--- src/rtl/jtag_uart_pkg.sv ---
// jtag_uart_pkg: shared constants and types for the JTAG-UART receive stream.
//   BYTE_W      - width of a UART byte
//   OVF_W       - width of the saturating dropped-byte counter
//   EOL_DEFAULT - byte value that closes a line (tagged with tlast)
//   stream_state_t - occupancy state of the receive buffer
package jtag_uart_pkg;
    localparam int BYTE_W = 8;
    localparam int OVF_W = 8;
    localparam logic [BYTE_W-1:0] EOL_DEFAULT = 8'h0A;
    typedef enum logic [1:0] {
        IDLE,
        STREAMING,
        FULL
    } stream_state_t;
endpackage

--- src/rtl/jtag_uart_rx_stream_if.sv ---
// jtag_uart_rx_stream_if: 8-bit AXI-stream byte channel with end-of-line marker.
//   tdata  - stream byte
//   tlast  - high with the end-of-line byte
//   tvalid - byte valid
//   tready - consumer ready
//   master - producer side, slave - consumer side
interface jtag_uart_rx_stream_if;
    import jtag_uart_pkg::*;
    logic [BYTE_W-1:0] tdata;
    logic              tlast;
    logic              tvalid;
    logic              tready;
    modport master (output tdata, tlast, tvalid, input tready);
    modport slave (input tdata, tlast, tvalid, output tready);
endinterface

--- src/rtl/jtag_rx_fifo.sv ---
// jtag_rx_fifo: synchronous first-word-fall-through FIFO.
//   clk, rst_n - clock, synchronous active-low reset
//   push, din  - write request and data (ignored when full without a pop)
//   pop        - read request, advances the head
//   dout       - head entry, valid whenever count != 0
//   count      - occupancy 0..2^L
//   full       - count == 2^L
module jtag_rx_fifo
    import jtag_uart_pkg::*;
#(
    parameter int W = BYTE_W + 1,
    parameter int L = 3
) (
    input  logic         clk,
    input  logic         rst_n,
    input  logic         push,
    input  logic         pop,
    input  logic [W-1:0] din,
    output logic [W-1:0] dout,
    output logic [L:0]   count,
    output logic         full
);
    localparam int DEPTH = 1 << L;
    localparam int CW = L + 1;
    logic [W-1:0] mem [DEPTH];
    logic [L-1:0] wp, rp;
    logic         wr, rd;
    assign full = count == CW'(DEPTH);
    // A pop frees the head slot in the same cycle, so a full FIFO still takes a push.
    assign wr = push & (~full | pop);
    assign rd = pop & (count != '0);
    assign dout = mem[rp];
    always_ff @(posedge clk) begin
        if (wr) mem[wp] <= din;
    end
    always_ff @(posedge clk) begin
        if (!rst_n) begin
            wp <= '0;
            rp <= '0;
            count <= '0;
        end else begin
            wp <= wp + L'(wr);
            rp <= rp + L'(rd);
            count <= count + CW'(wr) - CW'(rd);
        end
    end
endmodule

--- src/rtl/jtag_uart_rx_stream.sv ---
// jtag_uart_rx_stream: JTAG-UART host-to-fabric bytes buffered into an AXI stream with tlast on EOL.
//   i_clk, i_rst_n - clock, synchronous active-low reset
//   i_t_dat, i_t_ena - byte and one-cycle strobe from the JTAG UART
//   o_t_dav          - registered space-available flag back to the UART
//   axis             - stream master (tdata, tlast, tvalid / tready)
//   o_ovf_cnt        - saturating count of bytes dropped because the buffer was full
module jtag_uart_rx_stream
    import jtag_uart_pkg::*;
#(
    parameter int LOG2_DEPTH = 3,
    parameter int DAV_MARGIN = 2,
    parameter logic [BYTE_W-1:0] EOL = EOL_DEFAULT
) (
    input  logic                        i_clk,
    input  logic                        i_rst_n,
    input  logic [BYTE_W-1:0]           i_t_dat,
    input  logic                        i_t_ena,
    output logic                        o_t_dav,
    jtag_uart_rx_stream_if.master       axis,
    output logic [OVF_W-1:0]            o_ovf_cnt
);
    localparam int DEPTH = 1 << LOG2_DEPTH;
    localparam int CW = LOG2_DEPTH + 1;
    stream_state_t     state;
    logic              pop, acc, drop, full;
    logic [CW-1:0]     cnt, cnt_n;
    logic [BYTE_W:0]   head;
    assign pop = axis.tvalid & axis.tready;
    assign acc = i_t_ena & (~full | pop);
    assign drop = i_t_ena & ~acc;
    assign cnt_n = cnt + CW'(acc) - CW'(pop);
    assign axis.tvalid = state != IDLE;
    assign axis.tdata = head[BYTE_W-1:0];
    assign axis.tlast = head[BYTE_W];
    jtag_rx_fifo #(.W(BYTE_W + 1), .L(LOG2_DEPTH)) fifo (
        .clk(i_clk),
        .rst_n(i_rst_n),
        .push(acc),
        .pop(pop),
        .din({i_t_dat == EOL, i_t_dat}),
        .dout(head),
        .count(cnt),
        .full(full)
    );
    // State tracks the next occupancy so tvalid is a registered output aligned with the FIFO count.
    always_ff @(posedge i_clk) begin
        if (!i_rst_n) begin
            state <= IDLE;
            o_t_dav <= 1'b0;
            o_ovf_cnt <= '0;
        end else begin
            state <= cnt_n == '0 ? IDLE : cnt_n == CW'(DEPTH) ? FULL : STREAMING;
            o_t_dav <= cnt_n < CW'(DEPTH - DAV_MARGIN);
            if (drop && o_ovf_cnt != '1) o_ovf_cnt <= o_ovf_cnt + 1'b1;
        end
    end
endmodule
--- src/flat_wrapper.sv ---
// flat-port wrapper written by rule: the top's interface ports become plain ports
module jtag_uart_rx_stream_flat import jtag_uart_pkg::*;
#(
    parameter int LOG2_DEPTH = 3,
    parameter int DAV_MARGIN = 2,
    parameter logic [BYTE_W-1:0] EOL = EOL_DEFAULT
)
  (i_clk, i_rst_n, i_t_dat, i_t_ena, o_t_dav, o_ovf_cnt, axis_tdata, axis_tlast, axis_tvalid, axis_tready);
  jtag_uart_rx_stream_if axis_i ();
  input  logic i_clk;
  input  logic i_rst_n;
  input  logic [BYTE_W-1:0] i_t_dat;
  input  logic i_t_ena;
  output logic o_t_dav;
  output logic [OVF_W-1:0] o_ovf_cnt;
  output wire logic [$bits(axis_i.tdata)-1:0] axis_tdata;
  output wire logic [$bits(axis_i.tlast)-1:0] axis_tlast;
  output wire logic [$bits(axis_i.tvalid)-1:0] axis_tvalid;
  input wire logic [$bits(axis_i.tready)-1:0] axis_tready;
  assign axis_tdata = axis_i.tdata;
  assign axis_tlast = axis_i.tlast;
  assign axis_tvalid = axis_i.tvalid;
  assign axis_i.tready = axis_tready;
  jtag_uart_rx_stream #(.LOG2_DEPTH(LOG2_DEPTH), .DAV_MARGIN(DAV_MARGIN), .EOL(EOL)) u_core (.i_clk(i_clk), .i_rst_n(i_rst_n), .i_t_dat(i_t_dat), .i_t_ena(i_t_ena), .o_t_dav(o_t_dav), .axis(axis_i), .o_ovf_cnt(o_ovf_cnt));
endmodule
--- config.mk ---
export PLATFORM = sky130hd
export DESIGN_NAME = jtag_uart_rx_stream_flat
export DESIGN_NICKNAME = d
export VERILOG_FILES = /design/src/rtl/jtag_uart_pkg.sv /design/src/rtl/jtag_uart_rx_stream_if.sv /design/src/rtl/jtag_rx_fifo.sv /design/src/rtl/jtag_uart_rx_stream.sv /design/src/flat_wrapper.sv
export SDC_FILE = /design/constraint.sdc
export NUM_CORES = 1
export LEC_CHECK = 0
export BUFFER_PORTS_ARGS = -buffer_cell sky130_fd_sc_hd__buf_2
export CAP_MARGIN = 20
export CORE_AREA = 2 2 118 143
export CTS_CLUSTER_SIZE = 14
export DETAILED_ROUTE_END_ITERATION = 10
export DIE_AREA = 0 0 120 145
export SLEW_MARGIN = 30
export SYNTH_ARGS = -nofsm -noshare
export SYNTH_HDL_FRONTEND = slang
export SYNTH_SLANG_ARGS = --single-unit
--- constraint.sdc ---
create_clock -name i_clk -period 2.5 [get_ports i_clk]
set_input_delay 0.125 -clock i_clk [delete_from_list [all_inputs] [get_ports i_clk]]
set_output_delay 0.125 -clock i_clk [all_outputs]
set_load 0.005 [all_outputs]
==> flow_metrics.tcl, run 1 <==
set metrics [dict create \
    via_per_inst 4.257 \
    wirelength_mm 7.391 \
    rsz0062_at_grt "false" \
    slowest_delay_ps 480 \
    antenna_cells 0 \
    fp.dieW_um 120 \
    drc 0 \
    worstMarginPinSlew_ps 632.1 \
    dp_hpwl_mm 4.822 \
    crit_type "reg -> reg" \
    postCtsSetupBuffers 0 \
    tritoncts "done" \
    finalCriticalPeriod_ps 2203 \
    hold_viol_final 0 \
    start_kind "register" \
    reg2reg_to "u_core.state[1]$_SDFF_PP0_" \
    final_util_pct 29.16 \
    wire_per_inst_um 14.96 \
    grt_pass1_wl_mm 11.43 \
    route.vias.total 2103 \
    outcome "finished clean" \
    post-route-period-util_pct 88.11 \
    max_slew_margin_pct 57.80 \
    yosysUniqueCellTypes 35 \
    synth.largest_area_cell "edfxtp_1" \
    gp_congestion 0.7437 \
    p_leak_nw 1.645 \
    timing.rr.start "u_core.fifo.count[1]$_SDFF_PN0_" \
    hold_depth 1 \
    seqPwrFrac_pct 44.4 \
    yosysWarningCount 0 \
    path_common_cell "nand2_1" \
    grt_max_degree 20 \
    crit_arrival_ps 2460 \
    grt_pass1_vias 2204 \
    clock_sinks 93 \
    setup-violations-final 0 \
    port_buffers 30 \
    postSynthCellCount 233 \
    drv_cap 0 \
    area_growth_pct 18.58 \
    antenna_found_initial 0 \
    design.portCount 31 \
    firstDrtPassIters 4 \
    r2r_setup_slack_ps 300 \
    path_max_fanout 6 \
    combPwrFrac_pct 23.3 \
    setup.worst_path.end_class "register" \
    final_common_cell "edfxtp_1" \
    syn_area_um2 3939 \
    skew_ps 9.503 \
    first_iter_violations 101 \
    grt_usage_pct 8.810 \
    netSwitchingFraction_pct 26.79 \
    rows 51 \
    cts-root-buf "clkbuf_16" \
    nets 304 \
    peakVddDrop_mv 0.3836 \
    whs_endpoint "u_core.fifo.mem[6][1]$_DFFE_PP_" \
    final_cell_mix "72 x edfxtp_1, 30 x buf_2, 21 x dfxtp_1" \
    synth_area_leaders "edfxtp_1 55%, mux4_1 12%, dfxtp_1 11%" \
    cp_slowest_cell "dfxtp_1" \
    layout-drive-gt1-share_pct 24.47 \
    fin_tns_setup_ps 0 \
    path_buf_inv 2 \
    worst_slack_ps 297.3 \
    synth_top_cell_area_share_pct 54.89 \
    power-per-cell-area_nw_per_um2 900.7 \
    netSwitchingPower_mw 1.127 \
    p_int_mw 3.080 \
    path_cells "nor2_1 -> nand3_1 -> nand2_1 -> inv_1 -> nand2_1 -> nand2_1 -> ha_1 -> inv_1 -> fa_1 -> xor2_1 -> nand3b_1 -> nor3_1" \
    core_area_um2 16020 \
    slew_viol_final 0 \
    reg2reg_depth 12 \
    post_cts_resized 0 \
    required_ps 2750 \
    max_freq_ghz 0.4540 \
    cts-buffers-inserted 9 \
    p_clk_share_pct 32.3 \
    hp-start "i_t_dat[1]" \
    dieArea_um2 17400 \
    preCtsSetupSlack_ps 304.1 \
    nFillCells 1605 \
    synth_nets 260 \
    synth_area_per_cell_um2 16.90 \
    clock_latency_ps 340 \
    grt_remaining_overflow 0 \
    start_util_pct 24.59 \
    die_y_um 145 \
    cts_max_level 3 \
    ys_seq_elements 93 \
    antenna_left 0 \
    hold_buffers 0 \
    path_clk_slew_ps 70 \
    cts_buffer_depth 2 \
    seq_area_frac_synth_pct 65.57 \
    cp.depth 12 \
    hold_class "in -> reg" \
    crit_family "simple AND/OR/NAND/NOR gates" \
]
-- routing by layer --
layer	up-vias	GRT usage [%]	share of wire, %
met5	-	0	0
met4	0	4.118	2.0
met3	14	2.594	3.6
met2	29	15.82	52
met1	1055	9.330	42
li1	1005	-	-
-- metrics by stage --
step / area (um2) / hold WS (ps) / power [mW] / std cells
after floorplan: 3939 / 223.9 / 2.640 / 233
after global placement: 4370 / 403.6 / 2.872 / 478
after detailed placement: 4370 / 415.6 / 2.910 / 478
after CTS: 4671 / 52.50 / 4.288 / 494
after global routing: 4671 / 70.51 / 4.432 / 494
final: 4671 / 69.75 / 4.207 / 494
-- cell usage after synthesis, drive strengths merged --
| cell | count |
|---|---|
| edfxtp | 72 |
| dfxtp | 21 |
| mux4 | 18 |
| ha | 13 |
| inv | 12 |
| nor2 | 12 |
| a21oi | 9 |
| mux2 | 9 |
| nand2 | 7 |
| and2 | 6 |
| nand3 | 6 |
| nor3 | 5 |
| buf | 4 |
| o21ai | 4 |
| or4 | 4 |
| xnor2 | 4 |
| clkbuf | 3 |
| o31ai | 3 |
| or3 | 3 |
| xor2 | 3 |
| a21o | 2 |
| fa | 2 |
| nand2b | 2 |
| and4bb | 1 |
| mux2i | 1 |
| nand3b | 1 |
| nand4 | 1 |
| nand4bb | 1 |
| nor4 | 1 |
| o211a | 1 |
| o211ai | 1 |
| or2 | 1 |
-- worst reg2reg max path, stage by stage, from the launching register on --
cell and delay [ps]:
dfxtp_1 480, nor2_1 100, nand3_1 90, nand2_1 130, inv_1 130, nand2_1 60, nand2_1 70, ha_1 150
inv_1 50, fa_1 370, xor2_1 170, nand3b_1 110, nor3_1 190
-- power by group through the flow --
| stage | Sequential, mW | Clock [mW] | Combinational [mW] |
|---|---|---|---|
| finish | 1.87 | 1.36 | 0.981 |
| global route | 1.88 | 1.45 | 1.10 |
| CTS | 1.87 | 1.41 | 1.01 |
| detailed placement | 1.91 | 0 | 1.00 |
| floorplan | 1.89 | 0 | 0.745 |
| global placement | 1.90 | 0 | 0.974 |
-- how the worst max path moves through the flow --
stage / slack (ps) / to / from
2_1_floorplan: 450 / u_core.fifo.mem[0][0]$_DFFE_PP_ / u_core.fifo.count[2]$_SDFF_PN0_
3_3_place_gp: 370 / u_core.state[0]$_SDFF_PP0_ / u_core.fifo.count[1]$_SDFF_PN0_
3_5_place_dp: 300 / u_core.state[0]$_SDFF_PP0_ / u_core.fifo.count[1]$_SDFF_PN0_
4_1_cts: 280 / u_core.state[1]$_SDFF_PP0_ / u_core.fifo.count[1]$_SDFF_PN0_
5_1_grt: 80 / u_core.state[1]$_SDFF_PP0_ / u_core.fifo.count[1]$_SDFF_PN0_
6_report: 300 / u_core.state[1]$_SDFF_PP0_ / u_core.fifo.count[1]$_SDFF_PN0_
-- cell type report --
class                           count  area (um2)  area share [%]
Sequential cell                    93        2582           55.29
Multi-Input combinational cell    121        1252           26.81
Tap cell                          212       265.3           5.679
Clock buffer                        9       225.2           4.822
Timing Repair Buffer               40       225.2           4.822
Clock inverter                      7       75.07           1.607
Inverter                           12       45.04          0.9644
-- logic make-up after synthesis --
kind of cell | synth area share (%)
AO/OA/AOI/OAI | 3.272
XOR/XNOR | 1.557
adder cells (fa/ha/maj) | 5.146
buffers and inverters | 2.636
flip-flops | 65.57
multiplexers | 14.83
AND/OR/NAND/NOR | 6.989
-- flip-flops by register name (all words and copies together), names as in the netlist --
register           count
u_core.fifo.count      4
u_core.fifo.mem       72
u_core.fifo.rp         3
u_core.fifo.wp         3
u_core.o_ovf_cnt       8
u_core.o_t_dav         1
u_core.state           2
Note: power is estimated with default switching activity, not from simulation.
==> inputs of run 2 (changes only) <==
--- a/config.mk
+++ b/config.mk
@@ -7,11 +7,12 @@
 export LEC_CHECK = 0
 export BUFFER_PORTS_ARGS = -buffer_cell sky130_fd_sc_hd__buf_2
 export CAP_MARGIN = 20
-export CORE_AREA = 2 2 118 143
+export CORE_AREA = 2 2 129 131
 export CTS_CLUSTER_SIZE = 14
 export DETAILED_ROUTE_END_ITERATION = 10
-export DIE_AREA = 0 0 120 145
+export DIE_AREA = 0 0 131 133
 export SLEW_MARGIN = 30
 export SYNTH_ARGS = -nofsm -noshare
 export SYNTH_HDL_FRONTEND = slang
 export SYNTH_SLANG_ARGS = --single-unit
+export TNS_END_PERCENT = 30
==> flow_metrics.tcl, run 2 (synthesis gave the netlist of run 1 again) <==
set metrics [dict create \
    fin_hold_ws_ps 68.39 \
    fin_tns_setup_ps 0 \
    port_buffers 30 \
    hold_buffers 0 \
    power-per-cell-area_nw_per_um2 880.4 \
    rsz0062_at_grt "false" \
    die_y_um 133 \
    start_kind "register" \
    grt_pass1_wl_mm 11.87 \
    p_int_mw 2.986 \
    nFillCells 1615 \
    finalPower_mw 4.107 \
    seqPwrFrac_pct 45.7 \
    area_growth_pct 18.42 \
    reg.largest.list "u_core.fifo.mem (72), u_core.o_ovf_cnt (8), u_core.fifo.count (4)" \
    p_leak_nw 1.640 \
    antenna_left 0 \
    post_cts_resized 0 \
    final_cells 502 \
    drc 0 \
    final_common_cell "edfxtp_1" \
    start_util_pct 24.36 \
    crit_arrival_ps 2510 \
    path_max_fanout 6 \
    route.vias.total 2111 \
    netSwitchingPower_mw 1.120 \
    setup.worst_path.end_class "register" \
    via_per_inst 4.205 \
    grt_max_degree 19 \
    netSwitchingFraction_pct 27.28 \
    largest_reg_flops 72 \
    worstMarginPinSlew_ps 653.2 \
    hold_viol_final 0 \
    tritoncts "done" \
    dp_hpwl_mm 4.719 \
    p_clk_share_pct 30.4 \
    cts_max_level 3 \
    setup-violations-final 0 \
    preCtsSetupSlack_ps 246.0 \
    cts_buffer_depth 2 \
    post-route-period-util_pct 90.76 \
    clock_latency_ps 340 \
    design.portCount 31 \
    drv_cap 0 \
    dieArea_um2 17420 \
    cts-root-buf "clkbuf_16" \
    wirelength_mm 7.257 \
    clock_sinks 93 \
    core_area_um2 16170 \
    peakVddDrop_mv 0.4358 \
    worst_slack_ps 231.0 \
    first_iter_violations 164 \
    finalCriticalPeriod_ps 2269 \
    combPwrFrac_pct 23.9 \
    slowest_delay_ps 480 \
    required_ps 2740 \
    path_cells "nor2_1 -> nand3_1 -> nand2_1 -> inv_1 -> nand2_1 -> nand2_1 -> ha_1 -> inv_1 -> fa_1 -> xor2_1 -> nand3b_1 -> and2_1" \
    hold_class "in -> reg" \
    firstDrtPassIters 4 \
    outcome "finished clean" \
    final_cell_mix "72 x edfxtp_1, 30 x buf_2, 21 x dfxtp_1" \
    cp_slowest_cell "dfxtp_1" \
    fp.dieW_um 131 \
    max_freq_ghz 0.4407 \
    cts-buffers-inserted 9 \
    grt_remaining_overflow 0 \
    grt_usage_pct 9.115 \
    nets 304 \
    regMostFlops "u_core.fifo.mem" \
    slew_viol_final 0 \
    grt_pass1_vias 2185 \
    max_slew_margin_pct 56.39 \
    crit_type "reg -> reg" \
    skew_ps 6.475 \
    layout-drive-gt1-share_pct 24.11 \
    dp_cells 486 \
    seqCellArea_um2 2582 \
    path_clk_slew_ps 70 \
    path_common_cell "nand2_1" \
    wire_per_inst_um 14.46 \
    rows 47 \
    multi_input_area_um2 1259 \
    gp_congestion 0.7450 \
    antenna_found_initial 0 \
    antenna_cells 0 \
    postCtsSetupBuffers 0 \
]
run 2: cell count changes in the layout (fill, tap and decap cells not counted), sizes merged:
cell and change:
clkbuf +1, bufinv -1, clkinvlp -2, clkinv +2
run 2: worst max-delay path, delay by kind of cell, from the launching register on:
kind	cells	cell delay (ps)
and+or+nand+nor	7	760
buffers and inverters	2	210
xor gates and xnor gates	1	200
adders and majority gates	2	530
DFF	1	480
run 2: layout make-up:
class | count | share of cell area (%)
Clock buffer | 10 | 4.909
Clock inverter | 6 | 1.046
Inverter | 12 | 0.9657
Multi-Input combinational cell | 121 | 26.99
Sequential cell | 93 | 55.36
Tap cell | 220 | 5.901
Timing Repair Buffer | 40 | 4.828
run 2: worst paths after layout:
| kind | end | from | cells after the start | slack (ps) |
|---|---|---|---|---|
| max | u_core.state[0]$_SDFF_PP0_ | u_core.fifo.count[1]$_SDFF_PN0_ | 12 | 230 |
| min | u_core.fifo.mem[0][0]$_DFFE_PP_ | i_t_dat[0] | 1 | 70 |
| max reg2reg | u_core.state[0]$_SDFF_PP0_ | u_core.fifo.count[1]$_SDFF_PN0_ | 12 | 230 |
| min reg2reg | u_core.o_ovf_cnt[6]$_SDFFE_PN0P_ | u_core.o_ovf_cnt[6]$_SDFFE_PN0P_ | 2 | 510 |
run 2: metal layers:
metal  share of wire [%]  track usage (%)  wire (um)
met1                  46            11.93       3318
met2                  49            14.34       3558
met3                 3.7            2.709        265
met4                 1.6            3.191        115
met5                   0                0          0
run 2: per-stage QoR:
| step | utilization [%] | instance area [um2] |
|---|---|---|
| floorplan | - | 3939 |
| global placement | 27.13 | 4387 |
| detailed placement | 27.13 | 4387 |
| CTS | 28.84 | 4664 |
| global route | 28.84 | 4664 |
| finish | 28.84 | 4664 |
run 2: power by group through the flow:
stage | clock (mW) | sequential [mW] | combinational (mW)
after floorplan | 0 | 1.89 | 0.745
after global placement | 0 | 1.90 | 0.976
after detailed placement | 0 | 1.91 | 0.993
after CTS | 1.29 | 1.88 | 1.00
after global routing | 1.35 | 1.89 | 1.11
final | 1.25 | 1.88 | 0.981
==> inputs of run 3 (changes only) <==
--- a/config.mk
+++ b/config.mk
@@ -7,10 +7,13 @@
 export LEC_CHECK = 0
 export BUFFER_PORTS_ARGS = -buffer_cell sky130_fd_sc_hd__buf_2
 export CAP_MARGIN = 20
+export CELL_PAD_IN_SITES_DETAIL_PLACEMENT = 0
+export CELL_PAD_IN_SITES_GLOBAL_PLACEMENT = 1
 export CORE_AREA = 2 2 129 131
 export CTS_CLUSTER_SIZE = 14
 export DETAILED_ROUTE_END_ITERATION = 10
 export DIE_AREA = 0 0 131 133
+export PLACE_DENSITY_LB_ADDON = 0.1
 export SLEW_MARGIN = 30
 export SYNTH_ARGS = -nofsm -noshare
 export SYNTH_HDL_FRONTEND = slang
==> flow_metrics.tcl, run 3 (synthesis gave the netlist of run 1 again) <==
set metrics [dict create \
    core_area_um2 16170 \
    via_per_inst 4.187 \
    power-per-cell-area_nw_per_um2 907.0 \
    grt_max_degree 20 \
    hold_buffers 0 \
    cts_buffer_depth 2 \
    path_clk_slew_ps 70 \
    antenna_found_initial 0 \
    design.portCount 31 \
    clock_latency_ps 340 \
    post-route-period-util_pct 88.96 \
    gp_congestion 0.6699 \
    p_leak_nw 1.668 \
    route.vias.total 2110 \
    peakVddDrop_mv 0.3673 \
    grt_usage_pct 10.33 \
    p_int_mw 3.096 \
    firstDrtPassIters 4 \
    cts-root-buf "clkbuf_16" \
    seqPwrFrac_pct 43.7 \
    post_cts_resized 0 \
    finalCriticalPeriod_ps 2224 \
    combPwrFrac_pct 23.8 \
    antenna_cells 0 \
    final_cell_mix "72 x edfxtp_1, 30 x buf_2, 21 x dfxtp_1" \
    antenna_left 0 \
    netSwitchingFraction_pct 27.37 \
    start_kind "register" \
    clock_sinks 93 \
    cts_max_level 3 \
    finalPower_mw 4.262 \
    hold_viol_final 0 \
    hold_class "in -> reg" \
    largest_reg_flops 72 \
    die_y_um 133 \
    dp_hpwl_mm 5.161 \
    postCtsSetupBuffers 0 \
    drv_cap 0 \
    drc 0 \
    first_iter_violations 110 \
    wirelength_mm 8.346 \
    start_util_pct 24.36 \
    regMostFlops "u_core.fifo.mem" \
    fin_tns_setup_ps 0 \
    max_freq_ghz 0.4496 \
    p_clk_share_pct 32.5 \
    nets 306 \
    setup.worst_path.end_class "register" \
    crit_type "reg -> reg" \
    grt_pass1_wl_mm 12.61 \
    grt_pass1_vias 2080 \
    wire_per_inst_um 16.56 \
    layout-drive-gt1-share_pct 25.00 \
    nFillCells 1643 \
    tritoncts "done" \
    port_buffers 30 \
    area_growth_pct 19.31 \
    outcome "finished clean" \
    worstMarginPinSlew_ps 699.3 \
    dieArea_um2 17420 \
    fp.dieW_um 131 \
    rows 47 \
    slew_viol_final 0 \
    max_slew_margin_pct 53.32 \
    crit_arrival_ps 2460 \
    reg.largest.list "u_core.fifo.mem (72), u_core.o_ovf_cnt (8), u_core.fifo.count (4)" \
    grt_remaining_overflow 0 \
    skew_ps 4.960 \
    required_ps 2740 \
    rsz0062_at_grt "false" \
    cts-buffers-inserted 9 \
    setup-violations-final 0 \
    netSwitchingPower_mw 1.167 \
    path_max_fanout 6 \
    final_common_cell "edfxtp_1" \
]
run 3: power by group through the flow:
stage	clock (mW)	combinational (mW)	sequential (mW)
after floorplan	0	0.745	1.89
after global placement	0	1.05	1.90
after detailed placement	0	1.05	1.90
after CTS	1.43	1.06	1.87
after global routing	1.49	1.16	1.88
final	1.38	1.02	1.86
run 3: routing by layer:
metal / part of all wire [%] / track usage (%)
met1: 47 / 12.94
met2: 49 / 16.58
met3: 3.7 / 3.639
met4: 0.90 / 3.369
met5: 0 / 0
run 3: final timing paths:
kind                                    start                          endpoint  slack, ps  cells past startpoint
max           u_core.fifo.count[2]$_SDFF_PN0_        u_core.state[0]$_SDFF_PP0_        280                     13
min                                i_t_dat[6]   u_core.fifo.mem[7][6]$_DFFE_PP_         80                      1
max reg2reg   u_core.fifo.count[2]$_SDFF_PN0_        u_core.state[0]$_SDFF_PP0_        280                     13
min reg2reg  u_core.o_ovf_cnt[7]$_SDFFE_PN0P_  u_core.o_ovf_cnt[7]$_SDFFE_PN0P_        500                      2
run 3: cell type report:
class | count | area (um2) | share of cell area (%)
clock inverters | 7 | 72.57 | 1.544
flip-flops and latches | 93 | 2582 | 54.95
inverters | 12 | 45.04 | 0.9585
clock buffers | 9 | 225.2 | 4.792
multi-input cells | 121 | 1259 | 26.78
well taps | 220 | 275.3 | 5.857
repair buffers | 42 | 240.2 | 5.112
run 3: critical path, stage by stage (launching register included):
cell and delay (ps):
dfxtp_1 310, inv_1 60, ha_1 210, nand3_1 70
nand2_1 160, inv_1 160, nand2_1 70, nand2_1 70
ha_1 160, inv_1 50, fa_1 370, xor2_1 180
nand3b_1 120, and2_1 160
run 3: per-stage QoR:
step | hold WS [ps] | cell area (um2) | utilization (%) | worst slack, ps | instances
after floorplan | 223.9 | 3939 | - | 454.7 | 233
after detailed placement | 419.3 | 4402 | 27.22 | 259.2 | 488
final | 76.61 | 4700 | 29.06 | 275.9 | 504
after global placement | 422.6 | 4402 | 27.22 | 308.7 | 488
after global routing | 65.97 | 4700 | 29.06 | 28.19 | 504
after CTS | 55.07 | 4700 | 29.06 | 257.0 | 504
